==> src/rtl/ahb_lite_master.sv <==
// Single-transfer AHB-Lite master: one command in, one NONSEQ transfer on the bus, one response out.
// Illegal sizes or misaligned addresses are answered with an error and never reach the bus.
module ahb_lite_master #(
   parameter int unsigned AWIDTH = 32,
   parameter int unsigned WCNT_W = 16
) (
   input  logic              HCLK,
   input  logic              HRESET,
   input  logic              CMD_VALID,
   output logic              CMD_READY,
   input  logic              CMD_WRITE,
   input  logic [AWIDTH-1:0] CMD_ADDR,
   input  logic [31:0]       CMD_WDATA,
   input  logic [2:0]        CMD_SIZE,
   output logic              RSP_VALID,
   output logic [31:0]       RSP_RDATA,
   output logic              RSP_ERROR,
   output logic [WCNT_W-1:0] RSP_WAITS,
   output logic [AWIDTH-1:0] HADDR,
   output logic              HWRITE,
   output logic [2:0]        HSIZE,
   output logic [1:0]        HTRANS,
   output logic [2:0]        HBURST,
   output logic              HMASTLOCK,
   output logic [3:0]        HPROT,
   output logic [31:0]       HWDATA,
   input  logic [31:0]       HRDATA,
   input  logic              HREADY,
   input  logic              HRESP
);

   localparam logic [1:0] HTRANS_IDLE   = 2'b00;
   localparam logic [1:0] HTRANS_NONSEQ = 2'b10;
   localparam logic [3:0] HPROT_DATA    = 4'b0011;

   typedef enum logic [1:0] {
      S_IDLE = 2'd0,
      S_ADDR = 2'd1,
      S_DATA = 2'd2,
      S_RESP = 2'd3
   } state_t;

   state_t              r_state;
   state_t              w_state_nxt;

   logic                r_write;
   logic [AWIDTH-1:0]   r_addr;
   logic [31:0]         r_wdata;
   logic [2:0]          r_size;

   logic [WCNT_W-1:0]   r_wcnt;
   logic [31:0]         r_rsp_rdata;
   logic                r_rsp_error;
   logic [WCNT_W-1:0]   r_rsp_waits;

   logic                w_accept;
   logic                w_illegal;
   logic                w_stall;

   assign w_accept  = CMD_VALID && (r_state == S_IDLE);
   assign w_illegal = (CMD_SIZE > 3'd2)
                   || ((CMD_SIZE == 3'd1) && CMD_ADDR[0])
                   || ((CMD_SIZE == 3'd2) && (CMD_ADDR[1:0] != 2'b00));
   // A wait cycle is any cycle of a live bus transfer with HREADY low.
   assign w_stall   = ((r_state == S_ADDR) || (r_state == S_DATA)) && !HREADY;

   always_ff @(posedge HCLK) begin
      if (HRESET) begin
         r_state <= S_IDLE;
      end else begin
         r_state <= w_state_nxt;
      end
   end

   always_comb begin
      w_state_nxt = r_state;
      case (r_state)
         S_IDLE: if (w_accept) w_state_nxt = w_illegal ? S_RESP : S_ADDR;
         S_ADDR: if (HREADY)   w_state_nxt = S_DATA;
         S_DATA: if (HREADY)   w_state_nxt = S_RESP;
         S_RESP:               w_state_nxt = S_IDLE;
         default:              w_state_nxt = S_IDLE;
      endcase
   end

   always_comb begin
      CMD_READY = 1'b0;
      RSP_VALID = 1'b0;
      HTRANS    = HTRANS_IDLE;
      HADDR     = '0;
      HWRITE    = 1'b0;
      HSIZE     = 3'd0;
      HBURST    = 3'd0;
      HMASTLOCK = 1'b0;
      HPROT     = 4'd0;
      HWDATA    = 32'd0;
      case (r_state)
         S_IDLE: CMD_READY = 1'b1;
         S_ADDR: begin
            HTRANS = HTRANS_NONSEQ;
            HADDR  = r_addr;
            HWRITE = r_write;
            HSIZE  = r_size;
            HPROT  = HPROT_DATA;
         end
         S_DATA: HWDATA = r_write ? r_wdata : 32'd0;
         S_RESP: RSP_VALID = 1'b1;
         default: ;
      endcase
   end

   // Command holding registers, loaded on acceptance only.
   always_ff @(posedge HCLK) begin
      if (HRESET) begin
         r_write <= 1'b0;
         r_addr  <= '0;
         r_wdata <= 32'd0;
         r_size  <= 3'd0;
      end else if (w_accept) begin
         r_write <= CMD_WRITE;
         r_addr  <= CMD_ADDR;
         r_wdata <= CMD_WDATA;
         r_size  <= CMD_SIZE;
      end
   end

   always_ff @(posedge HCLK) begin
      if (HRESET) begin
         r_wcnt <= '0;
      end else if (w_accept) begin
         r_wcnt <= '0;
      end else if (w_stall && !(&r_wcnt)) begin
         r_wcnt <= r_wcnt + WCNT_W'(1);
      end
   end

   // Response fields change only when a new response is produced.
   always_ff @(posedge HCLK) begin
      if (HRESET) begin
         r_rsp_rdata <= 32'd0;
         r_rsp_error <= 1'b0;
         r_rsp_waits <= '0;
      end else if (w_accept && w_illegal) begin
         r_rsp_rdata <= 32'd0;
         r_rsp_error <= 1'b1;
         r_rsp_waits <= '0;
      end else if ((r_state == S_DATA) && HREADY) begin
         r_rsp_rdata <= r_write ? 32'd0 : HRDATA;
         r_rsp_error <= HRESP;
         r_rsp_waits <= r_wcnt;
      end
   end

   assign RSP_RDATA = r_rsp_rdata;
   assign RSP_ERROR = r_rsp_error;
   assign RSP_WAITS = r_rsp_waits;

endmodule
==> config.mk <==
export PLATFORM = sky130hd
export DESIGN_NAME = ahb_lite_master
export DESIGN_NICKNAME = d
export VERILOG_FILES = /design/src/rtl/ahb_lite_master.sv
export SDC_FILE = /design/constraint.sdc
export NUM_CORES = 1
export LEC_CHECK = 0
export CORE_UTILIZATION = 44
export CTS_BUF_LIST = sky130_fd_sc_hd__clkbuf_4 sky130_fd_sc_hd__clkbuf_8
export DETAILED_ROUTE_END_ITERATION = 10
export GPL_ROUTABILITY_DRIVEN = 0
export GPL_TIMING_DRIVEN = 1
export PLACE_DENSITY_LB_ADDON = 0.3
export SETUP_SLACK_MARGIN = 0.15
export SYNTH_ARGS = -nofsm -noshare
export SYNTH_HDL_FRONTEND = slang
export SYNTH_SLANG_ARGS = --single-unit
==> constraint.sdc <==
create_clock -name HCLK -period 2.2 [get_ports HCLK]
set_input_delay 0.44 -clock HCLK [delete_from_list [all_inputs] [get_ports HCLK]]
set_output_delay 0.44 -clock HCLK [all_outputs]
set_load 0.02 [all_outputs]
==> summary.md <==
| Metric | Value |
|---|---|
| GRT Util Overall | 23.9% |
| Port-buffer cells | 226 |
| CP cell instances | inv_4 > ha_4 > buf_12 > and3_1 > buf_2 |
| Share of post-route cells with drive strength above 1 | 15.0% |
| Cell with the most instances after synthesis | nand2_1 |
| 1st-iter DRT viols | 315 |
| Top-area cell type share of the netlist area | 47.8% |
| Crit. End Element | output pin |
| Seq/Total Area, Yosys | 47.8% |
| Multi-input logic area | 2720 um2 |
| DR vias | 5635 |
| Final nets | 1051 |
| TritonCTS Buffers | 17 |
| Routed WL | 16400 um |
| Drt pass-1 iters | 4 |
| EDFF count, synth | 0 |
| Clk slew on worst S/H paths | 0.07 ns |
| Starting Density | 45.0% |
| Layout Cells excl Fill | 1125 |
| Setup WS post-layout | 0.191 ns |
| Crit path buf inv count | 3 |
| Fin Clk Skew | 0.00942 ns |
| DRC viols | 0 |
| Layout area overhead | 47.3% |
| Hold Crit Class | reg -> reg |
| Synth Flop Type | dfxtp_1 |
| Maximum vdd drop | 578 uV |
| Post-synth top cells | nand2_1, dfxtp_1, a21oi_1, clkbuf_1 |
| Leakage | 3.37 nW |
| Max stage delay cell, worst path | dfxtp_4 |
| Largest net degree at the start of global routing | 70 |
| Fin. max-slew vios | 0 |
| Core area | 12600 um2 |
| Maximum clock rate | 0.498 GHz |
| Global-route wire length before repair | 24900 um |
| Root Buffer | clkbuf_8 |
| Final period util | 91.3% |
| Ports | 234 |
| # H-tree levels | 4 |
| CP required | 1.76 ns |
| Die W | 115 um |
| Setup CP Type | reg -> out |
| Crit-path max cell delay | 0.37 ns |
| Total power | 7.53 mW |
| CTS max path bufs | 2 |
| Syn Inst Count | 724 |
| Post-DRT Antenna Nets | 0 |
| CTS tree | yes |
| Die H | 115 um |
| Outcome | finished, final reports clean |
| Final Hold Fails | 0 |
| Worst skew pair latency | 0.44 ns |
| Post-synth ARST share | 0% |
| Post-synth top area cell | dfxtp_1 |
| HPWL Detailed | 11100 um |
| Post-Synthesis Cell Area | 5660 um2 |
| Number of clock sinks | 135 |
| Post-Place Cells | 1089 |
| Worst setup SP type | register |
| Antenna violations before repair | 0 |
| Fin crit period | 2.01 ns |
| Data arrival, critical path | 1.57 ns |
| CP Max Fanout | 17 |
| Number of global-route vias before repair | 5123 |
| # fillers | 1121 |
| Die ar. | 13300 um2 |
| Avg Cell Area, Syn | 7.81 um2 |
| YS warnings | 0 |
| FF+latch area | 2710 um2 |
| #FFs+latches synth | 135 |
| Dpl ws | 0.0175 ns |
| Gr ovfl total | 0 |
| Kind of cell adding the most delay to the critical path | buffers and inverters |
| Avg WL per Cell | 14.6 um |
| Synth unique cells | 39 |
| Final setup fails | 0 |
| MaxCap Viol Count | 0 |
| Vias per inst | 5.01 |
| Dominant cells by area after synthesis | dfxtp_1, nand2_1, a21oi_1 |
| TNS Setup | 0 ns |
| RSZ-0062 raised after global routing | yes |
| Power per cell area | 904 nW/um2 |
| Rows | 41 |
==> layout by cell type, fill, tap and decap left out, types with 2 or more instances in the layout <==
master | netlist | final
and2_1 | 38 | 37
ha_4 | 0 | 2
a21oi_1 | 130 | 130
inv_1 | 4 | 2
o311ai_0 | 2 | 2
o21a_1 | 2 | 2
clkbuf_8 | 0 | 21
or3_1 | 9 | 9
nand2_2 | 0 | 2
o21ai_0 | 9 | 9
or4_1 | 3 | 3
and3_1 | 34 | 33
nand2b_1 | 3 | 3
clkinv_2 | 0 | 2
a211oi_1 | 2 | 2
buf_2 | 1 | 57
dfxtp_4 | 0 | 2
conb_1 | 1 | 7
nand3_1 | 4 | 4
clkbuf_4 | 0 | 7
o22ai_1 | 2 | 2
nand2_1 | 180 | 178
buf_12 | 0 | 7
ha_1 | 6 | 4
nand4_1 | 5 | 5
buf_4 | 9 | 27
nor3_1 | 2 | 2
o211ai_1 | 2 | 2
and4_1 | 2 | 2
nor2_1 | 38 | 38
buf_6 | 0 | 5
nor3b_1 | 33 | 33
dfxtp_1 | 135 | 132
clkdlybuf4s50_1 | 0 | 152
dlygate4sd2_1 | 0 | 5
o31ai_1 | 3 | 3
==> what timing repair did <==
action,4_1_cts,5_1_grt
hold buffers,0,0
resized for setup,247,58
endpoints found under the setup margin,74,42
pin swaps,0,0
cloned,0,2
buffers inserted,0,2
==> path summary, 6_finish.rpt <==
path | startpoint | end | slack (ns) | cells past startpoint
worst max-delay path | r_state[0] | HWDATA[30] | 0.19 | 5
worst min register to register | r_addr[6] | r_addr[6] | 0.45 | 2
worst min-delay path | r_addr[6] | r_addr[6] | 0.45 | 2
worst max register to register | r_state[1] | r_wcnt[12] | 0.19 | 6
==> power breakdown <==
group / total (mW) / internal (mW) / leakage (nW) / switching, mW
Combinational: 2.63 / 1.09 / 2.06 / 1.55
Sequential: 2.93 / 2.76 / 1.10 / 0.172
Clock: 1.97 / 1.09 / 0.205 / 0.874
==> layer usage <==
layer	GRT usage (%)	wire length [um]	up-vias	share of wire, %
met3	9.96	1710	20	10
met2	40.2	7910	206	48
met1	27.1	6530	2559	40
li1	-	-	2850	-
met5	0	0	-	0
met4	8.66	230	0	1.4
==> cell families (layout without fill, tap and decap cells) <==
kind of cell,Yosys count,in the layout,share of synthesized area [%]
and+or+nand+nor,358,358,31.1
AOI/OAI and AO/OA,156,156,14.6
DFF,135,135,47.8
buffers and inverters,68,290,5.13
adders and majority gates,6,6,1.33
other,1,8,0.0663
==> state kept, by name (all words and copies together), names as in the netlist <==
name / count
r_wcnt: 16
r_write: 1
r_size: 3
RSP_ERROR: 1
RSP_RDATA: 32
RSP_WAITS: 16
r_state: 2
r_addr: 32
r_wdata: 32
==> stage by stage <==
step	util (%)	hold slack [ns]	instance area, um2
detailed placement	64.9	0.442	8160
floorplan	-	0.432	5680
finish	66.3	0.449	8330
global placement	64.9	0.437	8160
global route	66.3	0.466	8330
CTS	67.3	0.452	8450
==> tightest hold or removal path: cells and delay by family, from the launching register on <==
kind / cells / cell delay [ns]
simple gates: 1 / 0.05
compound gates: 1 / 0.05
flops: 1 / 0.31
==> cell type report <==
cell class / instances / area share, %
flip-flops and latches: 135 / 32.5
inverters: 4 / 0.210
well taps: 172 / 2.58
clock inverters: 3 / 0.481
multi-input cells: 527 / 32.7
clock buffers: 28 / 4.10
repair buffers: 255 / 27.4
diodes: 1 / 0.0300
Power figures use the tool's default switching activity.
